--- src/rtl/cv_xpulp_alu_decoder_pkg.sv ---
// Shared types and the pure decode function for the XPULP ALU decoder.
// Covers custom opcodes 0x2B (ALU reg), 0x5B (ALU imm), 0x0B (imm branch).
package cv_xpulp_alu_decoder_pkg;

  typedef enum logic [6:0] {
    ALU_ADD   = 7'b0011000,
    ALU_SUB   = 7'b0011001,
    ALU_ADDU  = 7'b0011010,
    ALU_SUBU  = 7'b0011011,
    ALU_ADDR  = 7'b0011100,
    ALU_SUBR  = 7'b0011101,
    ALU_ADDUR = 7'b0011110,
    ALU_SUBUR = 7'b0011111,
    ALU_ROR   = 7'b0100110,
    ALU_BEXT  = 7'b0101000,
    ALU_BEXTU = 7'b0101001,
    ALU_BINS  = 7'b0101010,
    ALU_BCLR  = 7'b0101011,
    ALU_BSET  = 7'b0101100,
    ALU_BREV  = 7'b1001001,
    ALU_FF1   = 7'b0110110,
    ALU_FL1   = 7'b0110111,
    ALU_CNT   = 7'b0110100,
    ALU_CLB   = 7'b0110101,
    ALU_EXTS  = 7'b0111110,
    ALU_EXT   = 7'b0111111,
    ALU_EQ    = 7'b0001100,
    ALU_NE    = 7'b0001101,
    ALU_SLETS = 7'b0000110,
    ALU_SLETU = 7'b0000111,
    ALU_ABS   = 7'b0010100,
    ALU_CLIP  = 7'b0010110,
    ALU_CLIPU = 7'b0010111,
    ALU_MIN   = 7'b0010000,
    ALU_MINU  = 7'b0010001,
    ALU_MAX   = 7'b0010010,
    ALU_MAXU  = 7'b0010011
  } alu_opcode_e;

  localparam logic [6:0] OPC_BRIMM = 7'h0B;
  localparam logic [6:0] OPC_ALUR  = 7'h2B;
  localparam logic [6:0] OPC_ALUI  = 7'h5B;

  typedef struct packed {
    alu_opcode_e alu_op;
    logic [4:0]  rs1;
    logic [4:0]  rs2;
    logic [4:0]  rd;
    logic        uses_rs2;
    logic        rd_is_src;
    logic [4:0]  imm_a;
    logic [4:0]  imm_b;
    logic        ext_half;
    logic        is_branch;
    logic [31:0] br_imm;
    logic [12:0] br_off;
    logic        illegal;
  } dec_out_t;

  localparam dec_out_t DEC_DEFAULT = '{
    alu_op:    ALU_ADD,
    rs1:       5'd0,
    rs2:       5'd0,
    rd:        5'd0,
    uses_rs2:  1'b0,
    rd_is_src: 1'b0,
    imm_a:     5'd0,
    imm_b:     5'd0,
    ext_half:  1'b0,
    is_branch: 1'b0,
    br_imm:    32'd0,
    br_off:    13'd0,
    illegal:   1'b0
  };

  function automatic dec_out_t decode_instr(
    input logic [31:0] i
  );
    dec_out_t d;
    logic     unary;
    d          = DEC_DEFAULT;
    unary      = 1'b0;
    d.rs1      = i[19:15];
    d.rs2      = i[24:20];
    d.rd       = i[11:7];
    d.imm_a    = i[29:25];
    d.imm_b    = i[24:20];
    d.br_imm   = {{27{i[24]}}, i[24:20]};
    d.br_off   = {i[31], i[7], i[30:25],
                  i[11:8], 1'b0};
    unique case (i[6:0])
      OPC_ALUR: begin
        d.uses_rs2 = 1'b1;
        if (i[14:12] != 3'b011) begin
          d.illegal = 1'b1;
        end else begin
          unique case (i[31:25])
            7'b0011000: d.alu_op = ALU_BEXT;
            7'b0011001: d.alu_op = ALU_BEXTU;
            7'b0011010: begin
              d.alu_op    = ALU_BINS;
              d.rd_is_src = 1'b1;
            end
            7'b0011100: d.alu_op = ALU_BCLR;
            7'b0011101: d.alu_op = ALU_BSET;
            7'b0100000: d.alu_op = ALU_ROR;
            7'b0100001: begin
              d.alu_op = ALU_FF1;
              unary    = 1'b1;
            end
            7'b0100010: begin
              d.alu_op = ALU_FL1;
              unary    = 1'b1;
            end
            7'b0100011: begin
              d.alu_op = ALU_CLB;
              unary    = 1'b1;
            end
            7'b0100100: begin
              d.alu_op = ALU_CNT;
              unary    = 1'b1;
            end
            7'b0101000: begin
              d.alu_op = ALU_ABS;
              unary    = 1'b1;
            end
            7'b0101001: d.alu_op = ALU_SLETS;
            7'b0101010: d.alu_op = ALU_SLETU;
            7'b0101011: d.alu_op = ALU_MIN;
            7'b0101100: d.alu_op = ALU_MINU;
            7'b0101101: d.alu_op = ALU_MAX;
            7'b0101110: d.alu_op = ALU_MAXU;
            7'b0110000, 7'b0110010: begin
              d.alu_op   = ALU_EXTS;
              d.ext_half = ~i[26];
              unary      = 1'b1;
            end
            7'b0110001, 7'b0110011: begin
              d.alu_op   = ALU_EXT;
              d.ext_half = ~i[26];
              unary      = 1'b1;
            end
            7'b0111000: begin
              d.alu_op   = ALU_CLIP;
              d.uses_rs2 = 1'b0;
            end
            7'b0111001: begin
              d.alu_op   = ALU_CLIPU;
              d.uses_rs2 = 1'b0;
            end
            7'b0111010: d.alu_op = ALU_CLIP;
            7'b0111011: d.alu_op = ALU_CLIPU;
            7'b1000000: d.alu_op = ALU_ADD;
            7'b1000001: d.alu_op = ALU_ADDU;
            7'b1000010: d.alu_op = ALU_ADDR;
            7'b1000011: d.alu_op = ALU_ADDUR;
            7'b1000100: d.alu_op = ALU_SUB;
            7'b1000101: d.alu_op = ALU_SUBU;
            7'b1000110: d.alu_op = ALU_SUBR;
            7'b1000111: d.alu_op = ALU_SUBUR;
            default:    d.illegal = 1'b1;
          endcase
          if (i[31:28] == 4'b1000) begin
            d.rd_is_src = 1'b1;
          end
        end
      end
      OPC_ALUI: begin
        unique case ({i[31:30], i[14:12]})
          5'b00_000: d.alu_op = ALU_BEXT;
          5'b01_000: d.alu_op = ALU_BEXTU;
          5'b10_000: begin
            d.alu_op    = ALU_BINS;
            d.rd_is_src = 1'b1;
          end
          5'b00_001: d.alu_op = ALU_BCLR;
          5'b01_001: d.alu_op = ALU_BSET;
          5'b11_001: d.alu_op = ALU_BREV;
          5'b00_010: d.alu_op = ALU_ADD;
          5'b01_010: d.alu_op = ALU_ADDU;
          5'b10_010: d.alu_op = ALU_ADDR;
          5'b11_010: d.alu_op = ALU_ADDUR;
          5'b00_011: d.alu_op = ALU_SUB;
          5'b01_011: d.alu_op = ALU_SUBU;
          5'b10_011: d.alu_op = ALU_SUBR;
          5'b11_011: d.alu_op = ALU_SUBUR;
          default:   d.illegal = 1'b1;
        endcase
        if (i[13]) begin
          d.rd_is_src = 1'b1;
        end
      end
      OPC_BRIMM: begin
        d.is_branch = 1'b1;
        unique case (i[14:12])
          3'b110:  d.alu_op = ALU_EQ;
          3'b111:  d.alu_op = ALU_NE;
          default: d.illegal = 1'b1;
        endcase
      end
      default: d.illegal = 1'b1;
    endcase
    if (unary) begin
      d.uses_rs2 = 1'b0;
      if (i[24:20] != 5'd0) begin
        d.illegal = 1'b1;
      end
    end
    if (d.illegal) begin
      d.alu_op    = ALU_ADD;
      d.uses_rs2  = 1'b0;
      d.rd_is_src = 1'b0;
      d.ext_half  = 1'b0;
      d.is_branch = 1'b0;
    end
    return d;
  endfunction

endpackage

--- src/rtl/cv_xpulp_alu_decoder_if.sv ---
// Instruction-in / decoded-result-out bundle of the XPULP ALU decoder.
// Master drives instructions and accepts results; slave is the decoder.
interface cv_xpulp_alu_decoder_if;
  import cv_xpulp_alu_decoder_pkg::*;

  logic        in_valid_i;
  logic        in_ready_o;
  logic [31:0] in_instr_i;
  logic        out_valid_o;
  logic        out_ready_i;
  alu_opcode_e alu_op_o;
  logic [4:0]  rs1_o;
  logic [4:0]  rs2_o;
  logic [4:0]  rd_o;
  logic        uses_rs2_o;
  logic        rd_is_src_o;
  logic [4:0]  imm_a_o;
  logic [4:0]  imm_b_o;
  logic        ext_half_o;
  logic        is_branch_o;
  logic [31:0] br_imm_o;
  logic [12:0] br_off_o;
  logic        illegal_o;

  modport master (
    output in_valid_i, in_instr_i, out_ready_i,
    input  in_ready_o, out_valid_o, alu_op_o,
    input  rs1_o, rs2_o, rd_o, uses_rs2_o,
    input  rd_is_src_o, imm_a_o, imm_b_o,
    input  ext_half_o, is_branch_o, br_imm_o,
    input  br_off_o, illegal_o
  );

  modport slave (
    input  in_valid_i, in_instr_i, out_ready_i,
    output in_ready_o, out_valid_o, alu_op_o,
    output rs1_o, rs2_o, rd_o, uses_rs2_o,
    output rd_is_src_o, imm_a_o, imm_b_o,
    output ext_half_o, is_branch_o, br_imm_o,
    output br_off_o, illegal_o
  );

endinterface

--- src/rtl/cv_xpulp_alu_decoder.sv ---
// Registered XPULP ALU / immediate-branch decoder stage.
// One-deep skid-free output register plus saturating statistics.
module cv_xpulp_alu_decoder
  import cv_xpulp_alu_decoder_pkg::*;
#(
  parameter int CNT_W = 16
) (
  input  logic                  clk,
  input  logic                  rst_n,
  input  logic                  flush_i,
  cv_xpulp_alu_decoder_if.slave bus,
  output logic [CNT_W-1:0]      cnt_decoded_o,
  output logic [CNT_W-1:0]      cnt_illegal_o
);

  logic             out_valid_q;
  logic             accept;
  dec_out_t         dec_d;
  dec_out_t         dec_q;
  logic [CNT_W-1:0] cnt_dec_q;
  logic [CNT_W-1:0] cnt_ill_q;

  localparam logic [CNT_W-1:0] CNT_MAX = '1;
  localparam logic [CNT_W-1:0] CNT_ONE = CNT_W'(1);

  assign bus.in_ready_o = !flush_i &&
                          (!out_valid_q || bus.out_ready_i);
  assign accept = bus.in_valid_i && bus.in_ready_o;

  // Pure combinational decode of the presented word
  always_comb dec_d = decode_instr(bus.in_instr_i);

  // Result register: load on accept, drop on drain or flush
  always_ff @(posedge clk or negedge rst_n) begin
    if (!rst_n) begin
      out_valid_q <= 1'b0;
      dec_q       <= DEC_DEFAULT;
    end else if (flush_i) begin
      out_valid_q <= 1'b0;
    end else if (accept) begin
      out_valid_q <= 1'b1;
      dec_q       <= dec_d;
    end else if (bus.out_ready_i) begin
      out_valid_q <= 1'b0;
    end
  end

  // Saturating accept / illegal statistics
  always_ff @(posedge clk or negedge rst_n) begin
    if (!rst_n) begin
      cnt_dec_q <= '0;
      cnt_ill_q <= '0;
    end else if (accept) begin
      if (cnt_dec_q != CNT_MAX) begin
        cnt_dec_q <= cnt_dec_q + CNT_ONE;
      end
      if (dec_d.illegal && cnt_ill_q != CNT_MAX) begin
        cnt_ill_q <= cnt_ill_q + CNT_ONE;
      end
    end
  end

  assign bus.out_valid_o = out_valid_q;
  assign bus.alu_op_o    = dec_q.alu_op;
  assign bus.rs1_o       = dec_q.rs1;
  assign bus.rs2_o       = dec_q.rs2;
  assign bus.rd_o        = dec_q.rd;
  assign bus.uses_rs2_o  = dec_q.uses_rs2;
  assign bus.rd_is_src_o = dec_q.rd_is_src;
  assign bus.imm_a_o     = dec_q.imm_a;
  assign bus.imm_b_o     = dec_q.imm_b;
  assign bus.ext_half_o  = dec_q.ext_half;
  assign bus.is_branch_o = dec_q.is_branch;
  assign bus.br_imm_o    = dec_q.br_imm;
  assign bus.br_off_o    = dec_q.br_off;
  assign bus.illegal_o   = dec_q.illegal;
  assign cnt_decoded_o   = cnt_dec_q;
  assign cnt_illegal_o   = cnt_ill_q;

endmodule

--- src/flat_wrapper.sv ---
// flat-port wrapper written by rule: the top's interface ports become plain ports
module cv_xpulp_alu_decoder_flat import cv_xpulp_alu_decoder_pkg::*;
#(
  parameter int CNT_W = 16
)
  (clk, rst_n, flush_i, cnt_decoded_o, cnt_illegal_o, bus_in_valid_i, bus_in_instr_i, bus_out_ready_i, bus_in_ready_o, bus_out_valid_o, bus_alu_op_o, bus_rs1_o, bus_rs2_o, bus_rd_o, bus_uses_rs2_o, bus_rd_is_src_o, bus_imm_a_o, bus_imm_b_o, bus_ext_half_o, bus_is_branch_o, bus_br_imm_o, bus_br_off_o, bus_illegal_o);
  cv_xpulp_alu_decoder_if bus_i ();
  input  logic clk;
  input  logic rst_n;
  input  logic flush_i;
  output logic [CNT_W-1:0] cnt_decoded_o;
  output logic [CNT_W-1:0] cnt_illegal_o;
  input wire logic [$bits(bus_i.in_valid_i)-1:0] bus_in_valid_i;
  input wire logic [$bits(bus_i.in_instr_i)-1:0] bus_in_instr_i;
  input wire logic [$bits(bus_i.out_ready_i)-1:0] bus_out_ready_i;
  output wire logic [$bits(bus_i.in_ready_o)-1:0] bus_in_ready_o;
  output wire logic [$bits(bus_i.out_valid_o)-1:0] bus_out_valid_o;
  output wire logic [$bits(bus_i.alu_op_o)-1:0] bus_alu_op_o;
  output wire logic [$bits(bus_i.rs1_o)-1:0] bus_rs1_o;
  output wire logic [$bits(bus_i.rs2_o)-1:0] bus_rs2_o;
  output wire logic [$bits(bus_i.rd_o)-1:0] bus_rd_o;
  output wire logic [$bits(bus_i.uses_rs2_o)-1:0] bus_uses_rs2_o;
  output wire logic [$bits(bus_i.rd_is_src_o)-1:0] bus_rd_is_src_o;
  output wire logic [$bits(bus_i.imm_a_o)-1:0] bus_imm_a_o;
  output wire logic [$bits(bus_i.imm_b_o)-1:0] bus_imm_b_o;
  output wire logic [$bits(bus_i.ext_half_o)-1:0] bus_ext_half_o;
  output wire logic [$bits(bus_i.is_branch_o)-1:0] bus_is_branch_o;
  output wire logic [$bits(bus_i.br_imm_o)-1:0] bus_br_imm_o;
  output wire logic [$bits(bus_i.br_off_o)-1:0] bus_br_off_o;
  output wire logic [$bits(bus_i.illegal_o)-1:0] bus_illegal_o;
  assign bus_i.in_valid_i = bus_in_valid_i;
  assign bus_i.in_instr_i = bus_in_instr_i;
  assign bus_i.out_ready_i = bus_out_ready_i;
  assign bus_in_ready_o = bus_i.in_ready_o;
  assign bus_out_valid_o = bus_i.out_valid_o;
  assign bus_alu_op_o = bus_i.alu_op_o;
  assign bus_rs1_o = bus_i.rs1_o;
  assign bus_rs2_o = bus_i.rs2_o;
  assign bus_rd_o = bus_i.rd_o;
  assign bus_uses_rs2_o = bus_i.uses_rs2_o;
  assign bus_rd_is_src_o = bus_i.rd_is_src_o;
  assign bus_imm_a_o = bus_i.imm_a_o;
  assign bus_imm_b_o = bus_i.imm_b_o;
  assign bus_ext_half_o = bus_i.ext_half_o;
  assign bus_is_branch_o = bus_i.is_branch_o;
  assign bus_br_imm_o = bus_i.br_imm_o;
  assign bus_br_off_o = bus_i.br_off_o;
  assign bus_illegal_o = bus_i.illegal_o;
  cv_xpulp_alu_decoder #(.CNT_W(CNT_W)) u_core (.clk(clk), .rst_n(rst_n), .flush_i(flush_i), .bus(bus_i), .cnt_decoded_o(cnt_decoded_o), .cnt_illegal_o(cnt_illegal_o));
endmodule
--- config.mk ---
export PLATFORM = sky130hd
export DESIGN_NAME = cv_xpulp_alu_decoder_flat
export DESIGN_NICKNAME = d
export VERILOG_FILES = /design/src/rtl/cv_xpulp_alu_decoder_pkg.sv /design/src/rtl/cv_xpulp_alu_decoder_if.sv /design/src/rtl/cv_xpulp_alu_decoder.sv /design/src/flat_wrapper.sv
export SDC_FILE = /design/constraint.sdc
export NUM_CORES = 1
export LEC_CHECK = 0
export ABC_AREA = 1
export ABC_CLOCK_PERIOD_IN_PS = 1600
export BUFFER_PORTS_ARGS = -buffer_cell sky130_fd_sc_hd__buf_2
export CORE_ASPECT_RATIO = 0.8
export CORE_MARGIN = 5
export CORE_UTILIZATION = 40
export DETAILED_ROUTE_END_ITERATION = 10
export MAX_ROUTING_LAYER = met4
export PLACE_DENSITY = 0.68
export SLEW_MARGIN = 15
export SYNTH_ARGS = -nofsm -noshare
export SYNTH_HDL_FRONTEND = slang
export SYNTH_SLANG_ARGS = --single-unit
--- constraint.sdc ---
create_clock -name clk -period 1.6 [get_ports clk]
set_input_delay 0.32 -clock clk [delete_from_list [all_inputs] [get_ports clk]]
set_output_delay 0.32 -clock clk [all_outputs]
set_load 0.01 [all_outputs]
; After elaboration in Yosys (flattened, before gate mapping)
; Cells that the tools add are included.
[classes]
shift = 0
n_eq_ne = 55
n_mul = 0
order_cmp = 0
add_sub_neg = 2
bitwise = 2
n_div = 0
n_mux = 34
n_reduce_logical = 22
[op_table]
columns = op, n
row1 = $pmux W6 S28, 1
row2 = $eq A7 B6 Y1 const B, 21
row3 = $pmux W7 S13, 1
row4 = $eq A7 B7 Y1 const B, 9
row5 = $eq A7 B5 Y1 const B, 5
row6 = $reduce_or A33 Y1, 1
row7 = $add A16 B1 Y16 const B, 2
row8 = $ne A16 B16 Y1 const B, 2
row9 = $eq A5 B5 Y1 const B, 6
row10 = $mux W1, 23
row11 = $pmux W7 S3, 1
row12 = $eq A5 B4 Y1 const B, 4
row13 = $mux W7, 2
row14 = $reduce_or A14 Y1, 1
row15 = $reduce_or A2 Y1, 6
row16 = $eq A5 B2 Y1 const B, 2
row17 = $pmux W5 S2, 1
row18 = $reduce_or A9 Y1, 1
row19 = $eq A7 B4 Y1 const B, 1
row20 = $eq A3 B3 Y1 const B, 2
row21 = $mux W2, 3
row22 = $reduce_and A2 Y1, 3
row23 = $eq A5 B1 Y1 const B, 1
row24 = $logic_not A5 Y1, 1
row25 = other kinds (11), 15
[word_totals]
reg_bits = 82
mem_bits_rw = 0
word_cells = 130
rom_bits = 0
memories = 0
latchBits = 0

; Logic depth before layout (Yosys ltp)
; Gate-level depths: netlist of the first run.
[depth]
depth_word = 9
ltp_mapped = 15

; Worst setup path before layout of the first run
; No wires, ideal clock.
[synth_path]
path_type = register to register
startpoint = register u_core.cnt_ill_q[0] (netlist: u_core.cnt_illegal_o[0])
endpoint = register u_core.cnt_ill_q[12] (netlist: u_core.cnt_illegal_o[12])
setup_ns = 0.115
period_less_slack_ns = 1.761
n_path_buf = 1
stages_incl_launch_ff = 9
setup_slack_ns = -0.161
arrival_time_ns = 1.646
cell_sequence = dfrtp_1 ha_1 nand3_1 nor2_1 a41oi_2 nand2_8 buf_12 nand2_2 nand2_2
[synth_via]
elab_chain_cells = 3
[synth_rtl]
columns = element, line
row1 = start: declaration, cv_xpulp_alu_decoder.sv:21  ; logic [CNT_W-1:0] cnt_ill_q;
row2 = start signal: assignment, cv_xpulp_alu_decoder.sv:58  ; cnt_ill_q <= cnt_ill_q + CNT_ONE;
row3 = "parallel branches: the longest is 3 deep, another holds $add A16 B1 Y16", n/a
; Parallel ways; which one is timed is not known.
; A chain may end at the register's enable or synchronous reset.

; Worst setup path in the final report of the first run
[layout_path]
startpoint = register u_core.out_valid_q (netlist: u_core.bus.out_valid_o)
endpoint = register u_core.cnt_dec_q[9] (netlist: u_core.cnt_decoded_o[9])
[layout_via]
elab_chain_cells = 5
[layout_rtl]
columns = element, line
row1 = start: declaration, cv_xpulp_alu_decoder.sv:16  ; logic out_valid_q;
row2 = start signal: assignment, cv_xpulp_alu_decoder.sv:36  ; out_valid_q <= 1'b0;
row3 = start signal: assignment, cv_xpulp_alu_decoder.sv:39  ; out_valid_q <= 1'b0;
row4 = start signal: assignment, cv_xpulp_alu_decoder.sv:41  ; out_valid_q <= 1'b1;
row5 = $logic_not A1 Y1, cv_xpulp_alu_decoder.sv:27  ; (!out_valid_q || bus.out_ready_i);
row6 = $logic_or A1 B1 Y1, cv_xpulp_alu_decoder.sv:27
row7 = $logic_and A1 B1 Y1, cv_xpulp_alu_decoder.sv:26  ; assign bus.in_ready_o = !flush_i &&
row8 = $logic_and A1 B1 Y1, cv_xpulp_alu_decoder.sv:28  ; assign accept = bus.in_valid_i && bus.in_ready_o;
row9 = $reduce_and A2 Y1 (no source line), n/a
row10 = end signal: assignment, cv_xpulp_alu_decoder.sv:55  ; cnt_dec_q <= cnt_dec_q + CNT_ONE;
row11 = end: declaration, cv_xpulp_alu_decoder.sv:20  ; logic [CNT_W-1:0] cnt_dec_q;
; Every way passes these cells.

==> impl_metrics.ini, run 1 <==
[critical_path]
slowest_delay_ns = 0.38
path_class = reg2reg
worst_setup_path_start_kind = register
cp_slowest_cell = dfrtp_1
critical_path.top_delay_family = simple AND/OR/NAND/NOR gates
crit_buf_inv = 3
cp.required_ns = 1.82
crit_path_cell_trace = inv_1 > nor2_2 > nor2_2 > nand2_2 > inv_2 > nand2_4 > nor2_4 > nand4_1 > buf_4 > xor2_1
rr_startpoint = u_core.bus.out_valid_o$_DFFE_PN0P_
startpoint = u_core.bus.out_valid_o$_DFFE_PN0P_
critical_path.max_fanout = 4
endpoint_kind = register
cp.arrival_ns = 1.76
crit_top_cell = nor2_2

[placement]
place_congestion = 0.946
hpwl_um = 10400
dp.cells = 927
place_ws_ns = -0.324
port_buffers = 151

[synth]
async_flop_share = 1.00
synthFlopType = dfrtp_1
synthTopCellsByArea = dfrtp_1 36%, nand2_1 14%, buf_4 8.7%
synth-seq-area-share = 0.376
yosysUniqueCellTypes = 40
synth_edf_count = 0
synth-seq-cells = 67
yosys.area.top_type_share = 0.364
netlist.top_cell.by_area = dfrtp_1
synth_fp_nets = 636
syn_area_um2 = 4470
yosys_warnings = 0
syn_inst = 597
avgSynthCellArea_um2 = 7.49

[clock_network]
path_clk_slew_ns = 0.06
cts_inserted_buffers = 9
cts_max_path_buffers = 2
cts_sinks = 67
cts_root_buffer = clkbuf_16
cts_tree = built
cts-hold-fix-buffers = 0
clock_latency_ns = 0.33
htree_levels = 3

[sta]
final-max-slew-violation-count = 0
period_needed_ns = 1.55
fmax_mhz = 647
rsz0062_at_grt = yes
setup_viol = 0
final_hold_viol_count = 0
timing.final.crit_share = 0.967
whs_ns = 0.0103
layout_setup_ws_ns = 0.0536
fin_skew_ns = 0.00495

[layout]
nets = 841
drive_gt1_frac = 0.455
nFillCells = 1034
final_cells = 951
area_growth_pct = 41.9
diodes = 0

[power]
p_int_mw = 4.20
switching_share = 0.307
seq_power_share = 0.339
ir_worst_vdd_mv = 0.650
p_clk_frac = 0.383
power_density_nw_per_um2 = 954
fin_total_pwr_mw = 6.05
p_switching_mw = 1.86
pwr-share-comb = 0.277
total_leakage_power_nw = 3.45

[global_route]
track_usage = 0.202
grt_max_degree = 68
grt_pass1_wl_um = 21500
grt_pass1_vias = 4471
antenna_found_initial = 0
overflow = 0

[floorplan]
ioPinCount = 153
dieHeight_um = 105
die_x_um = 128
die-area_um2 = 13400
rows = 34
fp.coreArea_um2 = 10900
start_util = 0.411

[routing]
drt-wirelength-per-cell_um = 14.3
num_vias = 4664
first_iter_violations = 265
drc_errors = 0
wirelength_um = 13600
first_pass_iters = 4
antenna_left = 0
vias_per_cell = 4.90

[job]
drv_cap = 0

[min_path]
hp-class = in2async

[run_status]
status = completed
==> final cells by class <==
| class | count | area (um^2) | share of cell area |
|---|---|---|---|
| tap | 144 | 180 | 0.0284 |
| clock inverter | 6 | 113 | 0.0177 |
| clock buffer | 10 | 239 | 0.0377 |
| inverter | 50 | 205 | 0.0323 |
| timing repair buffer | 255 | 1590 | 0.250 |
| multi-input combinational | 419 | 2340 | 0.369 |
| sequential | 67 | 1680 | 0.265 |
==> state kept, by name, summed over array words and instances (netlist names) <==
register	cells
u_core.bus.alu_op_o	7
u_core.bus.rd_o	4
u_core.cnt_illegal_o	16
u_core.cnt_decoded_o	16
u_core.bus.out_valid_o	1
u_core.bus.uses_rs2_o	1
u_core.bus.rd_is_src_o	1
u_core.bus.ext_half_o	1
u_core.bus.imm_a_o	4
u_core.bus.illegal_o	1
u_core.bus.br_off_o	4
u_core.bus.rs1_o	5
u_core.bus.br_imm_o	5
u_core.bus.is_branch_o	1
==> final timing paths <==
check                                                      end  slack [ns]  cells past startpoint
min in group clk            u_core.bus.out_valid_o$_DFFE_PN0P_        0.16                      2
hold / removal             u_core.cnt_illegal_o[7]$_DFFE_PN0P_        0.01                      2
hold reg to reg             u_core.bus.alu_op_o[4]$_DFFE_PN1P_        0.47                      2
setup reg to reg           u_core.cnt_decoded_o[9]$_DFFE_PN0P_        0.05                     10
max in group asynchronous   u_core.bus.alu_op_o[3]$_DFFE_PN1P_        1.26                      2
setup / recovery           u_core.cnt_decoded_o[9]$_DFFE_PN0P_        0.05                     10
==> power groups by stage <==
stage | clock network (mW) | logic (mW) | registers (mW)
finish | 2.32 | 1.68 | 2.05
global route | 2.44 | 1.85 | 2.08
CTS | 2.37 | 1.62 | 2.05
detailed placement | 0 | 1.60 | 2.07
global placement | 0 | 1.58 | 2.06
floorplan | 0 | 0.822 | 2.23
==> placed cells by master, fill, tap and decap left out, types with 12 or more instances in the layout <==
cell type and instances:
buf_2 148, buf_4 99, dfrtp_1 65, inv_1 37
nand2_1 154, nand2_2 30, nand3_1 41, nand3_2 12
nand4_1 14, nor2_1 41, nor3_1 13, o21ai_0 25
xor2_1 23
==> layer usage <==
layer / global-route usage / wire, um / vias to the layer above
met1: 0.275 / 6100 / 2180
met2: 0.316 / 6410 / 193
li1: - / - / 2281
met3: 0.0342 / 948 / 10
met5: - / 0 / -
met4: 0.0477 / 146 / 0
==> kinds of logic (layout without fill, tap and decap cells) <==
logic type / count (synthesis) / count (layout) / share of synthesized area
buffers and inverters: 113 / 321 / 0.148
DFF: 67 / 67 / 0.376
xor gates and xnor gates: 29 / 29 / 0.0568
other: 1 / 1 / 0.000839
and+or+nand+nor: 347 / 349 / 0.366
AOI/OAI and AO/OA: 38 / 38 / 0.0473
adders and majority gates: 2 / 2 / 0.00560
==> worst register-to-register path, cell delays in order (launching register included) <==
cell and delay (ns):
dfrtp_1 0.38, inv_1 0.07, nor2_2 0.04, nor2_2 0.11, nand2_2 0.12, inv_2 0.11, nand2_4 0.08, nor2_4 0.09
nand4_1 0.13, buf_4 0.17, xor2_1 0.13
==> timing repair <==
action / 4_1_cts / 5_1_grt
setup endpoints to repair: 13 / 38
resized for setup: 4 / 42
pin swaps: 0 / 10
gates cloned: 0 / 2
buffers inserted: 0 / 6
==> synth_stat cells, types with 2 or more instances <==
| master | instances |
|---|---|
| nand2_8 | 2 |
| nand3_2 | 5 |
| nand2_2 | 18 |
| buf_6 | 3 |
| dfstp_2 | 2 |
| xnor2_1 | 6 |
| buf_1 | 2 |
| nand3b_1 | 3 |
| nor3_1 | 17 |
| and3_1 | 2 |
| nand2_1 | 167 |
| nand2_4 | 2 |
| buf_4 | 52 |
| inv_1 | 41 |
| ha_1 | 2 |
| a21oi_1 | 6 |
| o21ai_0 | 27 |
| nor2_1 | 53 |
| nor2_4 | 4 |
| clkbuf_1 | 5 |
| inv_2 | 7 |
| nand3_1 | 49 |
| nand4_1 | 14 |
| nor4_1 | 3 |
| xor2_1 | 23 |
| dfrtp_1 | 65 |
| nor2_2 | 4 |
==> metrics by stage <==
stage               instance area [um^2]   util  TNS, ns
CTS                                 6140  0.564  -0.0115
detailed placement                  5780  0.530    -6.06
global route                        6340  0.583   -0.145
global placement                    5780  0.530    -6.14
finish                              6340  0.583        0
floorplan                           4550      -   -0.405
No activity file was read; power rests on OpenSTA's default activity.
==> run 2, diff against run 1 <==
Settings changed: ABC_AREA 1 to not set.
==> impl_metrics.ini, run 2 <==
[routing]
drc_errors = 0
antenna_left = 0
num_vias = 4388
drt-wirelength-per-cell_um = 16.2
vias_per_cell = 5.18
wirelength_um = 13700
first_pass_iters = 5
first_iter_violations = 453

[placement]
place_ws_ns = -0.813
place_congestion = 0.949
hpwl_um = 10100
dpl-instance-area_um2 = 5570
port_buffers = 151
dp.cells = 816

[clock_network]
clock_latency_ns = 0.33
htree_levels = 3
path_clk_slew_ns = 0.06
cts_max_path_buffers = 2
cts_tree = built
cts_sinks = 67
cts_inserted_buffers = 9
cts_root_buffer = clkbuf_16

[floorplan]
die-area_um2 = 12700
ioPinCount = 153
rows = 33
fp.coreArea_um2 = 10300
dieHeight_um = 102
start_util = 0.409
die_x_um = 125

[power]
p_switching_mw = 1.95
ir_worst_vdd_mv = 0.620
switching_share = 0.323
fin_total_pwr_mw = 6.03
total_leakage_power_nw = 3.25
pwr-share-comb = 0.321
seq_power_share = 0.341
p_int_mw = 4.08
p_clk_frac = 0.338
power_density_nw_per_um2 = 947

[layout]
nets = 741
diodes = 0
drive_gt1_frac = 0.491
utilization = 0.619
final_area_um2 = 6360
area_growth_pct = 51.2
final_cell_mix = 147 x buf_2, 108 x buf_4, 86 x nand2_1, 63 x dfrtp_1, 22 x nor2_1
final_common_cell = buf_2
final_cells = 847

[sta]
setup_viol = 29
fin_tns_setup_ns = -4.43
layout_setup_ws_ns = -0.236
timing.final.crit_share = 1.15
period_needed_ns = 1.84
fin_skew_ns = 0.00950
final_hold_viol_count = 2
fmax_mhz = 545
whs_ns = -0.00366
rsz0062_at_grt = yes
final-max-slew-violation-count = 0

[synth]
netlist.top_cell.by_area = dfrtp_1
syn_area_um2 = 4210
synth_fp_nets = 531
yosys.area.top_type_share = 0.387
synth-seq-area-share = 0.399
yosys_warnings = 0
synth.most_common_cell = nand2_1
async_flop_share = 1.00
synth_edf_count = 0
synth-seq-cells = 67
syn_inst = 492
avgSynthCellArea_um2 = 8.55
synthFlopType = dfrtp_1
synthTopCellsByArea = dfrtp_1 39%, buf_4 8.7%, nand2_1 8.0%
synth_commonest_cells = 90 x nand2_1, 65 x dfrtp_1, 49 x buf_4, 30 x nor2_1, 26 x o21ai_0
yosysUniqueCellTypes = 56

[global_route]
track_usage = 0.213
overflow = 0
grt_max_degree = 68
grt_pass1_wl_um = 21400
grt_pass1_vias = 4225
antenna_found_initial = 0

[run_status]
status = finished, violations left
violations = negative hold slack, negative setup slack

[min_path]
hp-class = in2async

[critical_path]
crit_path_cell_trace = buf_8 > or2_1 > mux2_4 > or4_4 > o211a_4 > nor2_4 > mux2_4
critical_path.max_fanout = 6
cp_slowest_cell = or4_4
crit_top_cell = mux2_4
r2r_setup_slack_ns = -0.21
critical_path.top_delay_family = simple AND/OR/NAND/NOR gates
slowest_delay_ns = 0.43
path_class = in2reg
cp.required_ns = 1.81
crit_buf_inv = 1
endpoint_kind = register
cp.arrival_ns = 2.05
worst_setup_path_start_kind = input pin

[job]
drv_cap = 0
==> run 2: layer usage <==
metal | part of all wire | track usage | vias to the layer above
met1 | 0.42 | 0.264 | 2072
met5 | 0 | - | -
li1 | - | - | 2088
met3 | 0.075 | 0.0485 | 27
met4 | 0.019 | 0.0607 | 0
met2 | 0.48 | 0.352 | 201
==> run 2: path summary, 6_finish.rpt <==
check | start | end | depth (start not counted)
max in group asynchronous | rst_n | u_core.bus.alu_op_o[3]$_DFFE_PN1P_ | 2
min | rst_n | u_core.cnt_decoded_o[5]$_DFFE_PN0P_ | 2
max reg2reg | u_core.cnt_illegal_o[1]$_DFFE_PN0P_ | u_core.cnt_illegal_o[14]$_DFFE_PN0P_ | 9
min in group clk | bus_in_instr_i[18] | u_core.bus.rs1_o[3]$_DFFE_PN0P_ | 3
min reg2reg | u_core.bus.rd_is_src_o$_DFFE_PN0P_ | u_core.bus.rd_is_src_o$_DFFE_PN0P_ | 2
max | bus_in_instr_i[28] | u_core.cnt_illegal_o[1]$_DFFE_PN0P_ | 7
==> run 2: what timing repair did <==
item,CTS,global route
pin swaps,33,29
gates cloned,2,0
setup buffers,7,6
gates resized for setup,36,47
hold buffers,0,0
endpoints found under the setup margin,35,40
==> run 2: worst reg2reg max path: cells and delay by family (launching register included) <==
| kind | cells | cell delay (ns) |
|---|---|---|
| flops | 1 | 0.36 |
| buf+inv | 2 | 0.29 |
| xor+xnor | 1 | 0.14 |
| simple gates | 5 | 0.71 |
| fa+ha+maj | 1 | 0.18 |
==> run 2: kinds of logic after synthesis <==
family,synth area share
muxes,0.00803
other,0.000891
AOI/OAI and AO/OA,0.109
DFF,0.399
and+or+nand+nor,0.281
xor gates and xnor gates,0.0729
buffers and inverters,0.123
adders and majority gates,0.00595
==> run 2: final cells by class <==
type / count / area, um^2
inverter: 7 / 26.3
clock buffer: 9 / 225
clock inverter: 7 / 83.8
multi-input combinational: 342 / 2310
sequential: 67 / 1680
timing repair buffer: 275 / 1860
fill: 838 / 3920
tap: 140 / 175
==> run 2: power by group through the flow <==
| stage | Sequential, mW | Combinational (mW) | Clock (mW) |
|---|---|---|---|
| 2_1_floorplan | 2.27 | 0.831 | 0 |
| 3_3_place_gp | 2.07 | 1.77 | 0 |
| 3_5_place_dp | 2.08 | 1.81 | 0 |
| 4_1_cts | 2.05 | 1.86 | 2.07 |
| 5_1_grt | 2.09 | 2.12 | 2.15 |
| 6_report | 2.05 | 1.94 | 2.04 |
